`config.mk`:
```
export PLATFORM = sky130hd
export DESIGN_NAME = rom_scan_reader_flat
export DESIGN_NICKNAME = d
export VERILOG_FILES = /design/src/rtl/rom_reader_pkg.sv /design/src/rtl/rom_scan_reader_if.sv /design/src/rtl/rom_scan_reader_sync_edge.sv /design/src/rtl/rom_scan_reader.sv /design/src/flat_wrapper.sv
export SDC_FILE = /design/constraint.sdc
export NUM_CORES = 1
export LEC_CHECK = 0
export CORE_MARGIN = 5
export CORE_UTILIZATION = 40
export DETAILED_ROUTE_END_ITERATION = 6
export GPL_ROUTABILITY_DRIVEN = 0
export PLACE_DENSITY = 0.73
export SETUP_SLACK_MARGIN = 0.4
export SYNTH_ARGS = -nofsm -noshare
export SYNTH_HDL_FRONTEND = slang
export SYNTH_SLANG_ARGS = --single-unit
```
`constraint.sdc`:
```
create_clock -name clk -period 2.1 [get_ports clk]
set_input_delay 0.42 -clock clk [delete_from_list [all_inputs] [get_ports clk]]
set_output_delay 0.42 -clock clk [all_outputs]
set_load 0.05 [all_outputs]
```
`src/rtl/rom_reader_pkg.sv`:
```
// Shared types and defaults for the ROM bring-up reader: FSM encoding,
// checksum width and the default geometry of the ROM macro.
package rom_reader_pkg;

    typedef enum logic [2:0] {
        ST_IDLE    = 3'd0,
        ST_READ    = 3'd1,
        ST_WAIT    = 3'd2,
        ST_CAPTURE = 3'd3,
        ST_DONE    = 3'd4
    } state_t;

    localparam int SUM_W      = 16;
    localparam int DEF_ADDR_W = 8;
    localparam int DEF_DATA_W = 8;
    localparam int DEF_LAT    = 2;

endpackage

```
`src/rtl/rom_scan_reader_if.sv`:
```
// Read bus between the scan reader (master) and the ROM macro (slave).
interface rom_scan_reader_if
    import rom_reader_pkg::*;
#(
    parameter int ADDR_W = DEF_ADDR_W,
    parameter int DATA_W = DEF_DATA_W
);
    logic              rom_en;
    logic [ADDR_W-1:0] rom_addr;
    logic [DATA_W-1:0] rom_data;

    modport master (output rom_en, output rom_addr, input rom_data);
    modport slave  (input rom_en, input rom_addr, output rom_data);
endinterface

```
`src/rtl/rom_scan_reader_sync_edge.sv`:
```
// Two-flop synchroniser for an asynchronous pad strobe followed by a
// single-cycle rising-edge pulse in the clk domain.
module sync_edge (
    input  logic clk,
    input  logic rst_n,
    input  logic async_i,
    output logic rise_o
);
    logic meta_q;
    logic sync_q;
    logic prev_q;

    always_ff @(posedge clk or negedge rst_n) begin
        if (!rst_n) begin
            meta_q <= 1'b0;
            sync_q <= 1'b0;
            prev_q <= 1'b0;
        end else begin
            meta_q <= async_i;
            sync_q <= meta_q;
            prev_q <= sync_q;
        end
    end

    assign rise_o = sync_q & ~prev_q;
endmodule

```
`src/rtl/rom_scan_reader.sv`:
```
// ROM read initiator: single-address read or full-array scan with a 16-bit
// additive checksum, paced by a fixed ROM access latency.
module rom_scan_reader
    import rom_reader_pkg::*;
#(
    parameter int ADDR_W = DEF_ADDR_W,
    parameter int DATA_W = DEF_DATA_W,
    parameter int LAT    = DEF_LAT
) (
    input  logic                   clk,
    input  logic                   rst_n,
    input  logic                   start,
    input  logic                   mode,
    input  logic [ADDR_W-1:0]      addr_in,
    rom_scan_reader_if.master      rom,
    output logic [DATA_W-1:0]      data_out,
    output logic [SUM_W-1:0]       sum_out,
    output logic                   busy,
    output logic                   done
);
    localparam logic [2:0] LAT_M1 = 3'(LAT - 1);

    function automatic logic [SUM_W-1:0] add_wrap(input logic [SUM_W-1:0] acc,
                                                  input logic [DATA_W-1:0] word);
        return acc + SUM_W'(word);
    endfunction

    state_t            state_q, state_d;
    logic [2:0]        cnt_q, cnt_d;
    logic              mode_q, mode_d;
    logic [ADDR_W-1:0] addr_q, addr_d;
    logic [DATA_W-1:0] data_q, data_d;
    logic [SUM_W-1:0]  sum_q, sum_d;
    logic              start_edge;

    sync_edge u_start_sync (
        .clk     (clk),
        .rst_n   (rst_n),
        .async_i (start),
        .rise_o  (start_edge)
    );

    always_ff @(posedge clk or negedge rst_n) begin
        if (!rst_n) begin
            state_q <= ST_IDLE;
            cnt_q   <= '0;
            mode_q  <= 1'b0;
            addr_q  <= '0;
            data_q  <= '0;
            sum_q   <= '0;
        end else begin
            state_q <= state_d;
            cnt_q   <= cnt_d;
            mode_q  <= mode_d;
            addr_q  <= addr_d;
            data_q  <= data_d;
            sum_q   <= sum_d;
        end
    end

    always_comb begin
        state_d = state_q;
        cnt_d   = cnt_q;
        mode_d  = mode_q;
        addr_d  = addr_q;
        data_d  = data_q;
        sum_d   = sum_q;
        case (state_q)
            ST_IDLE: begin
                // Edges outside IDLE are simply never looked at, so they drop.
                if (start_edge) begin
                    mode_d  = mode;
                    state_d = ST_READ;
                    if (mode) begin
                        addr_d = '0;
                        sum_d  = '0;
                    end else begin
                        addr_d = addr_in;
                    end
                end
            end
            ST_READ: begin
                cnt_d   = LAT_M1;
                state_d = (LAT > 1) ? ST_WAIT : ST_CAPTURE;
            end
            ST_WAIT: begin
                cnt_d = cnt_q - 3'd1;
                if (cnt_q == 3'd1) state_d = ST_CAPTURE;
            end
            ST_CAPTURE: begin
                data_d = rom.rom_data;
                if (mode_q) sum_d = add_wrap(sum_q, rom.rom_data);
                // The scan stops on the last address instead of wrapping to 0.
                if (!mode_q || (addr_q == '1)) begin
                    state_d = ST_DONE;
                end else begin
                    addr_d  = addr_q + 1'b1;
                    state_d = ST_READ;
                end
            end
            ST_DONE: state_d = ST_IDLE;
            default: state_d = ST_IDLE;
        endcase
    end

    assign rom.rom_en   = (state_q == ST_READ);
    assign rom.rom_addr = addr_q;
    assign data_out     = data_q;
    assign sum_out      = sum_q;
    assign busy         = (state_q == ST_READ) || (state_q == ST_WAIT) ||
                          (state_q == ST_CAPTURE);
    assign done         = (state_q == ST_DONE);
endmodule

```
`src/flat_wrapper.sv`:
```
// flat-port wrapper written by rule: the top's interface ports become plain ports
module rom_scan_reader_flat import rom_reader_pkg::*;
#(
    parameter int ADDR_W = DEF_ADDR_W,
    parameter int DATA_W = DEF_DATA_W,
    parameter int LAT    = DEF_LAT
)
  (clk, rst_n, start, mode, addr_in, data_out, sum_out, busy, done, rom_rom_en, rom_rom_addr, rom_rom_data);
  rom_scan_reader_if #(.ADDR_W(ADDR_W), .DATA_W(DATA_W)) rom_i ();
  input  logic clk;
  input  logic rst_n;
  input  logic start;
  input  logic mode;
  input  logic [ADDR_W-1:0] addr_in;
  output logic [DATA_W-1:0] data_out;
  output logic [SUM_W-1:0] sum_out;
  output logic busy;
  output logic done;
  output wire logic [$bits(rom_i.rom_en)-1:0] rom_rom_en;
  output wire logic [$bits(rom_i.rom_addr)-1:0] rom_rom_addr;
  input wire logic [$bits(rom_i.rom_data)-1:0] rom_rom_data;
  assign rom_rom_en = rom_i.rom_en;
  assign rom_rom_addr = rom_i.rom_addr;
  assign rom_i.rom_data = rom_rom_data;
  rom_scan_reader #(.ADDR_W(ADDR_W), .DATA_W(DATA_W), .LAT(LAT)) u_core (.clk(clk), .rst_n(rst_n), .start(start), .mode(mode), .addr_in(addr_in), .rom(rom_i), .data_out(data_out), .sum_out(sum_out), .busy(busy), .done(done));
endmodule
```
==> out/metrics.yaml, run 1 <==
detailed_routing:
  drc_errors: 0
  via_per_inst: 5.60
  drt_iter0_markers: 236
  routed_wl_um: 7070
  dr.pass1.iters: 4
  wl_per_cell_um: 16.1
  vias: 2465
  ant_nets: 0
sta:
  hold-worst-slack_ns: 0.0337
  setup_ws_ns: 0.176
  period_needed_ns: 1.92
  fin_tns_setup_ns: 0
  maxSlewViolCount: 0
  hold_viol_final: 0
  slew_headroom: 0.627
  setup_viol: 0
  min_period_over_period: 0.916
  clock.fmax_mhz: 520
  worstMarginPinSlew_ns: 0.556
  final.setup_skew_ns: 0.0111
  rsz0062_at_grt: "true"
pwr:
  net-switching-power_mw: 2.68
  vdd_drop_max_mv: 0.688
  p_clk_frac: 0.103
  pwr-share-comb: 0.632
  power_density_nw_per_um2: 1470
  total_leakage_power_nw: 1.67
  p_int_mw: 2.77
  power_frac_seq: 0.266
  switching_share: 0.492
setup_path:
  arrival_ns: 2.16
  cp-end-kind: "register"
  required_ns: 2.33
  critPathMaxFanout: 4
  reg2reg_setup_slack_ns: 0.18
  critPathKind: "register to register"
  startpoint_type: "register"
  slowest_stage: "dfrtp_2"
  cp_cell_sequence: "ha_4, inv_2, fa_2, nand2b_4, a211o_4, a211oi_2, mux2i_1"
  slowest_delay_ns: 0.40
  path_delay_family: "compound AO/OA/AOI/OAI gates"
  crit_buf_inv: 1
grt:
  antenna_found_initial: 0
  globalRouteOverflowTotal: 0
  grt_max_degree: 28
  top_usage_layer: "met2"
  grt_pass1_vias: 2544
  grt_pass1_wl_um: 12100
  met2_usage: 0.331
  use_met3: 0.0369
  grt_util_met1: 0.248
  grt_usage: 0.194
place:
  hpwl_um: 4800
  dp_cells: 415
  pre_cts_slack_ns: -0.439
  portBuffers: 54
  placed_cell_area_um2: 3410
logic_synthesis:
  synthXorXnorAreaFrac: 0.0175
  syn-num-nets: 310
  yosys.area.top_type: "dfrtp_1"
  synth_enable_flop_cells: 0
  syn_avg_cell_area_um2: 9.01
  synth_cell_types: 54
  synth_top_cell_area_share: 0.419
  dominantRegCellSynth: "dfrtp_1"
  synthMuxAreaShare: 0.0320
  synth_warnings: 0
  ys_seq_area_frac: 0.419
  synth_adder_area_share: 0.0629
  synth_compound_area_frac: 0.173
  synth.area.top_cells: "dfrtp_1, nand2_1, ha_1"
  ys_ff_latch: 42
  synth_commonest_cells: "dfrtp_1, nand2_1, a21oi_1, nand3_1, o21ai_0"
  synth-simple-area-share: 0.249
  synthesis.area_um2: 2510
  synthArstFlopShare: 1.00
  synthCells: 278
  synth_top_family_by_area: "simple AND/OR/NAND/NOR gates"
cts:
  cts_tree: "done"
  clockBufferDepth: 2
  holdBufCountCts: 0
  path_clk_slew_ns: 0.09
  clk_latency_ns: 0.31
  ctsRootBufferMaster: "clkbuf_8"
  htree_levels: 2
  clock-sinks: 42
  numCtsBuffers: 5
die:
  ios: 55
  die_h_um: 89.2
  die_x_um: 89.2
  start_util: 0.418
  core_area_um2: 5990
  dieArea_um2: 7950
  num_rows: 28
final_layout:
  nets: 396
  insertedDiodeCount: 0
  nFillCells: 521
  design_area_um2: 3710
  multi_input_area_um2: 1580
  drive_above_1_share: 0.323
  seq_area_um2: 1070
  stdcell_count: 440
  area_growth_pct: 48.1
worst_hold_path:
  hold_class: "input port to asynchronous set/reset pin"
job:
  drv_cap: 0
run_status:
  outcome: "completed"
cell type report:
type | instances | area share
Sequential cell | 42 | 0.288
Tap cell | 75 | 0.0253
Clock buffer | 7 | 0.0233
Clock inverter | 1 | 0.00135
Multi-Input combinational cell | 209 | 0.425
Inverter | 11 | 0.0118
Timing Repair Buffer | 95 | 0.225
worst register-to-register path: cells and delay by family, from the launching register on:
| kind | cells | cell delay [ns] |
|---|---|---|
| adder cells (fa/ha/maj) | 2 | 0.48 |
| AO/OA/AOI/OAI | 2 | 0.57 |
| multiplexers | 1 | 0.21 |
| AND/OR/NAND/NOR | 1 | 0.16 |
| flip-flops | 1 | 0.40 |
| buffers and inverters | 1 | 0.04 |
power groups by stage:
stage	sequential (mW)	clock (mW)	combinational (mW)
after floorplan	2.14	0	1.37
after global placement	1.45	0	3.08
after detailed placement	1.47	0	3.14
after CTS	1.44	0.575	3.32
after global routing	1.50	0.608	3.70
final	1.45	0.561	3.44
cells by family (layout without fill, tap and decap cells):
family | count (synthesis) | after routing
adders and majority gates | 12 | 12
DFF | 42 | 42
buffers and inverters | 27 | 114
AOI/OAI and AO/OA | 68 | 68
and+or+nand+nor | 116 | 116
xor gates and xnor gates | 5 | 5
muxes | 8 | 8
state kept, by name (all words and copies together) (netlist names):
name,cells
u_core.cnt_q,3
u_core.data_out,8
u_core.mode_q,1
u_core.rom.rom_addr,8
u_core.state_q,3
u_core.sum_out,16
u_core.u_start_sync.meta_q,1
u_core.u_start_sync.prev_q,1
u_core.u_start_sync.sync_q,1
placed cells by master, fill, tap and decap left out, types with 3 or more instances in the layout:
cell             instances
nand2_1                 42
nor2_1                   8
nor3_1                   6
buf_4                   36
clkbuf_8                 6
a21o_1                   3
clkdlybuf4s15_1          9
inv_1                    7
nand3_1                 17
buf_12                   4
nand2b_1                 6
a31oi_1                  6
ha_4                     8
nand4_1                  6
inv_2                    3
o21ai_1                  5
nand3b_1                 4
dfrtp_1                 28
mux2i_1                  8
buf_6                    5
clkbuf_2                10
dfrtp_2                 14
a21oi_1                 14
o22ai_1                  4
o21ai_0                  8
a21oi_2                  3
nor3b_1                  4
clkdlybuf4s50_1         12
dlygate4sd2_1           16
per-stage QoR:
stage | total power [mW] | util
final | 5.45 | 0.619
after global routing | 5.81 | 0.619
after CTS | 5.33 | 0.616
after detailed placement | 4.60 | 0.569
after global placement | 4.54 | 0.569
after floorplan | 3.51 | -
final timing paths:
kind                                             from                    endpoint  cells past startpoint
max                                 u_core.sum_out[0]          u_core.sum_out[12]                      7
min                                             rst_n             u_core.cnt_q[0]                      1
max reg2reg                         u_core.sum_out[0]          u_core.sum_out[12]                      7
min reg2reg                u_core.u_start_sync.meta_q  u_core.u_start_sync.sync_q                      0
max in group asynchronous                       rst_n           u_core.sum_out[5]                      2
min in group clk           u_core.u_start_sync.meta_q  u_core.u_start_sync.sync_q                      0
metal layers:
metal,vias to the layer above,share of wire
met2,79,0.49
met5,-,0
met1,1195,0.42
met4,0,0.017
met3,10,0.070
li1,1181,-
what timing repair did:
item	in CTS	in global routing
endpoints found under the setup margin	47	38
buffers inserted	13	4
gates resized for setup	74	32
pin swaps	18	14
cloned	0	0
(Power assumes the default switching activity.)
==> run 2: changes to the inputs <==
--- a/config.mk
+++ b/config.mk
@@ -13,4 +13,5 @@
 export SETUP_SLACK_MARGIN = 0.4
 export SYNTH_ARGS = -nofsm -noshare
 export SYNTH_HDL_FRONTEND = slang
+export SYNTH_HIERARCHICAL = 1
 export SYNTH_SLANG_ARGS = --single-unit
==> run 2 against run 1 <==
Against the previous run:
- fmax decreased by 4.3%
- critical path depth is 1 higher
- synthesized cell count is 5.4% lower
- sequential power about the same
- clock-buffer cell count fell by 1
- sequential cell count did not move
- critical endpoint is now u_core/sum_out[14]
- largest cell class unchanged
- largest power group unchanged
- highest routed layer unchanged
==> out/metrics.yaml, run 2 <==
pwr:
  p_total_mw: 5.50
  total_leakage_power_nw: 1.68
  power_density_nw_per_um2: 1480
  vdd_drop_max_mv: 0.830
cts:
  path_clk_slew_ns: 0.09
  ctsRootBufferMaster: "clkbuf_8"
  htree_levels: 2
  numCtsBuffers: 5
  clock-sinks: 42
  holdBufCountCts: 0
  clockBufferDepth: 2
  clk_latency_ns: 0.29
  cts_tree: "done"
logic_synthesis:
  synth_warnings: 6
  ys_seq_area_frac: 0.427
  synthesis.area_um2: 2460
  synth.most_common_cell: "dfrtp_1"
  ys_ff_latch: 42
  synth_commonest_cells: "dfrtp_1, nand2_1, a21oi_1"
  synth_cell_types: 54
  syn_avg_cell_area_um2: 9.36
  synthCells: 263
  synthArstFlopShare: 1.00
  syn-num-nets: 295
  yosys.area.top_type: "dfrtp_1"
  synth.area.top_cells: "dfrtp_1, nand2_1, ha_1"
  synth_top_cell_area_share: 0.427
  synth_enable_flop_cells: 0
  dominantRegCellSynth: "dfrtp_1"
final_layout:
  seq_area_um2: 1060
  largest_reg_flops: 16
  multi_input_area_um2: 1570
  nFillCells: 495
  nets: 386
  area_growth_pct: 50.5
  drive_above_1_share: 0.335
  layout_common_cells: "buf_4, nand2_1, dfrtp_1, dlygate4sd2_1, a21oi_1"
  mostFrequentLayoutCell: "buf_4"
  insertedDiodeCount: 0
place:
  hpwl_um: 4560
  portBuffers: 54
  pre_cts_slack_ns: -0.475
sta:
  setup_viol: 0
  clock.fmax_mhz: 497
  setup_ws_ns: 0.0886
  slew_headroom: 0.626
  maxSlewViolCount: 0
  period_needed_ns: 2.01
  final.setup_skew_ns: 0.00823
  worstMarginPinSlew_ns: 0.561
  rsz0062_at_grt: "true"
  hold_viol_final: 0
  hold-worst-slack_ns: 0.201
  min_period_over_period: 0.958
die:
  ios: 55
  die_x_um: 88.5
  die_h_um: 88.5
  core_area_um2: 5960
  dieArea_um2: 7830
  num_rows: 28
  start_util: 0.413
grt:
  globalRouteOverflowTotal: 0
  grt_pass1_vias: 2232
  grt_pass1_wl_um: 10600
  antenna_found_initial: 0
  grt_max_degree: 43
  grt_usage: 0.170
setup_path:
  reg2reg_setup_slack_ns: 0.09
  cp-end-kind: "register"
  critPathMaxFanout: 3
  critPathKind: "register to register"
  path_delay_family: "simple AND/OR/NAND/NOR gates"
  cp_cell_sequence: "ha_4, inv_2, fa_2, nand2b_4, a211oi_4, nor2_1, or3_1, a21oi_2"
  cp_num_cells: 8
  reg2reg_to: "u_core/sum_out[14]"
  slowest_delay_ns: 0.41
  arrival_ns: 2.24
  crit_buf_inv: 1
  slowest_stage: "dfrtp_2"
  timing.rr.start: "u_core/sum_out[0]"
  required_ns: 2.33
  r2r_cells: 8
  startpoint_type: "register"
detailed_routing:
  routed_wl_um: 6590
  ant_nets: 0
  dr.pass1.iters: 4
  wl_per_cell_um: 15.3
  drc_errors: 0
  drt_iter0_markers: 88
  vias: 2304
  via_per_inst: 5.36
run_status:
  outcome: "completed"
job:
  drv_cap: 0
worst_hold_path:
  hold_class: "input port to asynchronous set/reset pin"
==> run 2: metrics by stage <==
stage	utilization	area (um2)	std cells	setup TNS [ns]
2_1_floorplan	-	2590	263	0
3_3_place_gp	0.573	3410	412	-3.28
3_5_place_dp	0.573	3410	412	-3.69
4_1_cts	0.603	3590	424	0
5_1_grt	0.622	3700	430	-0.00116
6_report	0.622	3700	430	0
==> run 2: final cells by class <==
class                      instances  area share
clock inverter                     2     0.00338
tap                               75      0.0253
sequential                        42       0.287
clock buffer                       6      0.0223
timing repair buffer              95       0.227
inverter                          12      0.0122
multi-input combinational        198       0.423
==> run 2: how the worst max path moves through the flow <==
stage / from / end / slack (ns)
6_report: u_core/sum_out[0] / u_core/sum_out[14] / 0.09
5_1_grt: u_core/sum_out[0] / u_core/sum_out[10] / -0.001
4_1_cts: u_core/sum_out[0] / u_core/sum_out[10] / 0.15
3_5_place_dp: rom_rom_data[0] / u_core/sum_out[14] / -0.48
3_3_place_gp: rom_rom_data[0] / u_core/sum_out[14] / -0.43
2_1_floorplan: u_core/sum_out[0] / u_core/sum_out[14] / 0.03
==> run 2: power breakdown <==
part / switching [mW] / internal, mW
Combinational: 2.14 / 1.35
Clock: 0.287 / 0.265
Sequential: 0.338 / 1.12
Total: 2.77 / 2.73
==> run 2: cells by family after synthesis <==
group           Yosys count  share of synthesized area
compound gates           82                      0.222
xor+xnor                 11                     0.0391
fa+ha+maj                12                     0.0640
buf+inv                  23                     0.0427
flops                    42                      0.427
simple gates             93                      0.206
==> run 2: per-layer routing <==
| metal | share of wire | up-vias | global-route usage |
|---|---|---|---|
| met1 | 0.45 | 1136 | 0.235 |
| met5 | 0 | - | 0 |
| li1 | - | 1126 | - |
| met4 | 0.0070 | 0 | 0.0330 |
| met3 | 0.040 | 4 | 0.0317 |
| met2 | 0.50 | 38 | 0.281 |
==> run 2: repair_timing <==
| item | 4_1_cts | 5_1_grt |
|---|---|---|
| pin swaps | 22 | 26 |
| endpoints found under the setup margin | 51 | 33 |
| hold endpoints to repair | 0 | 0 |
| resized for setup | 61 | 26 |
| buffers inserted | 4 | 6 |
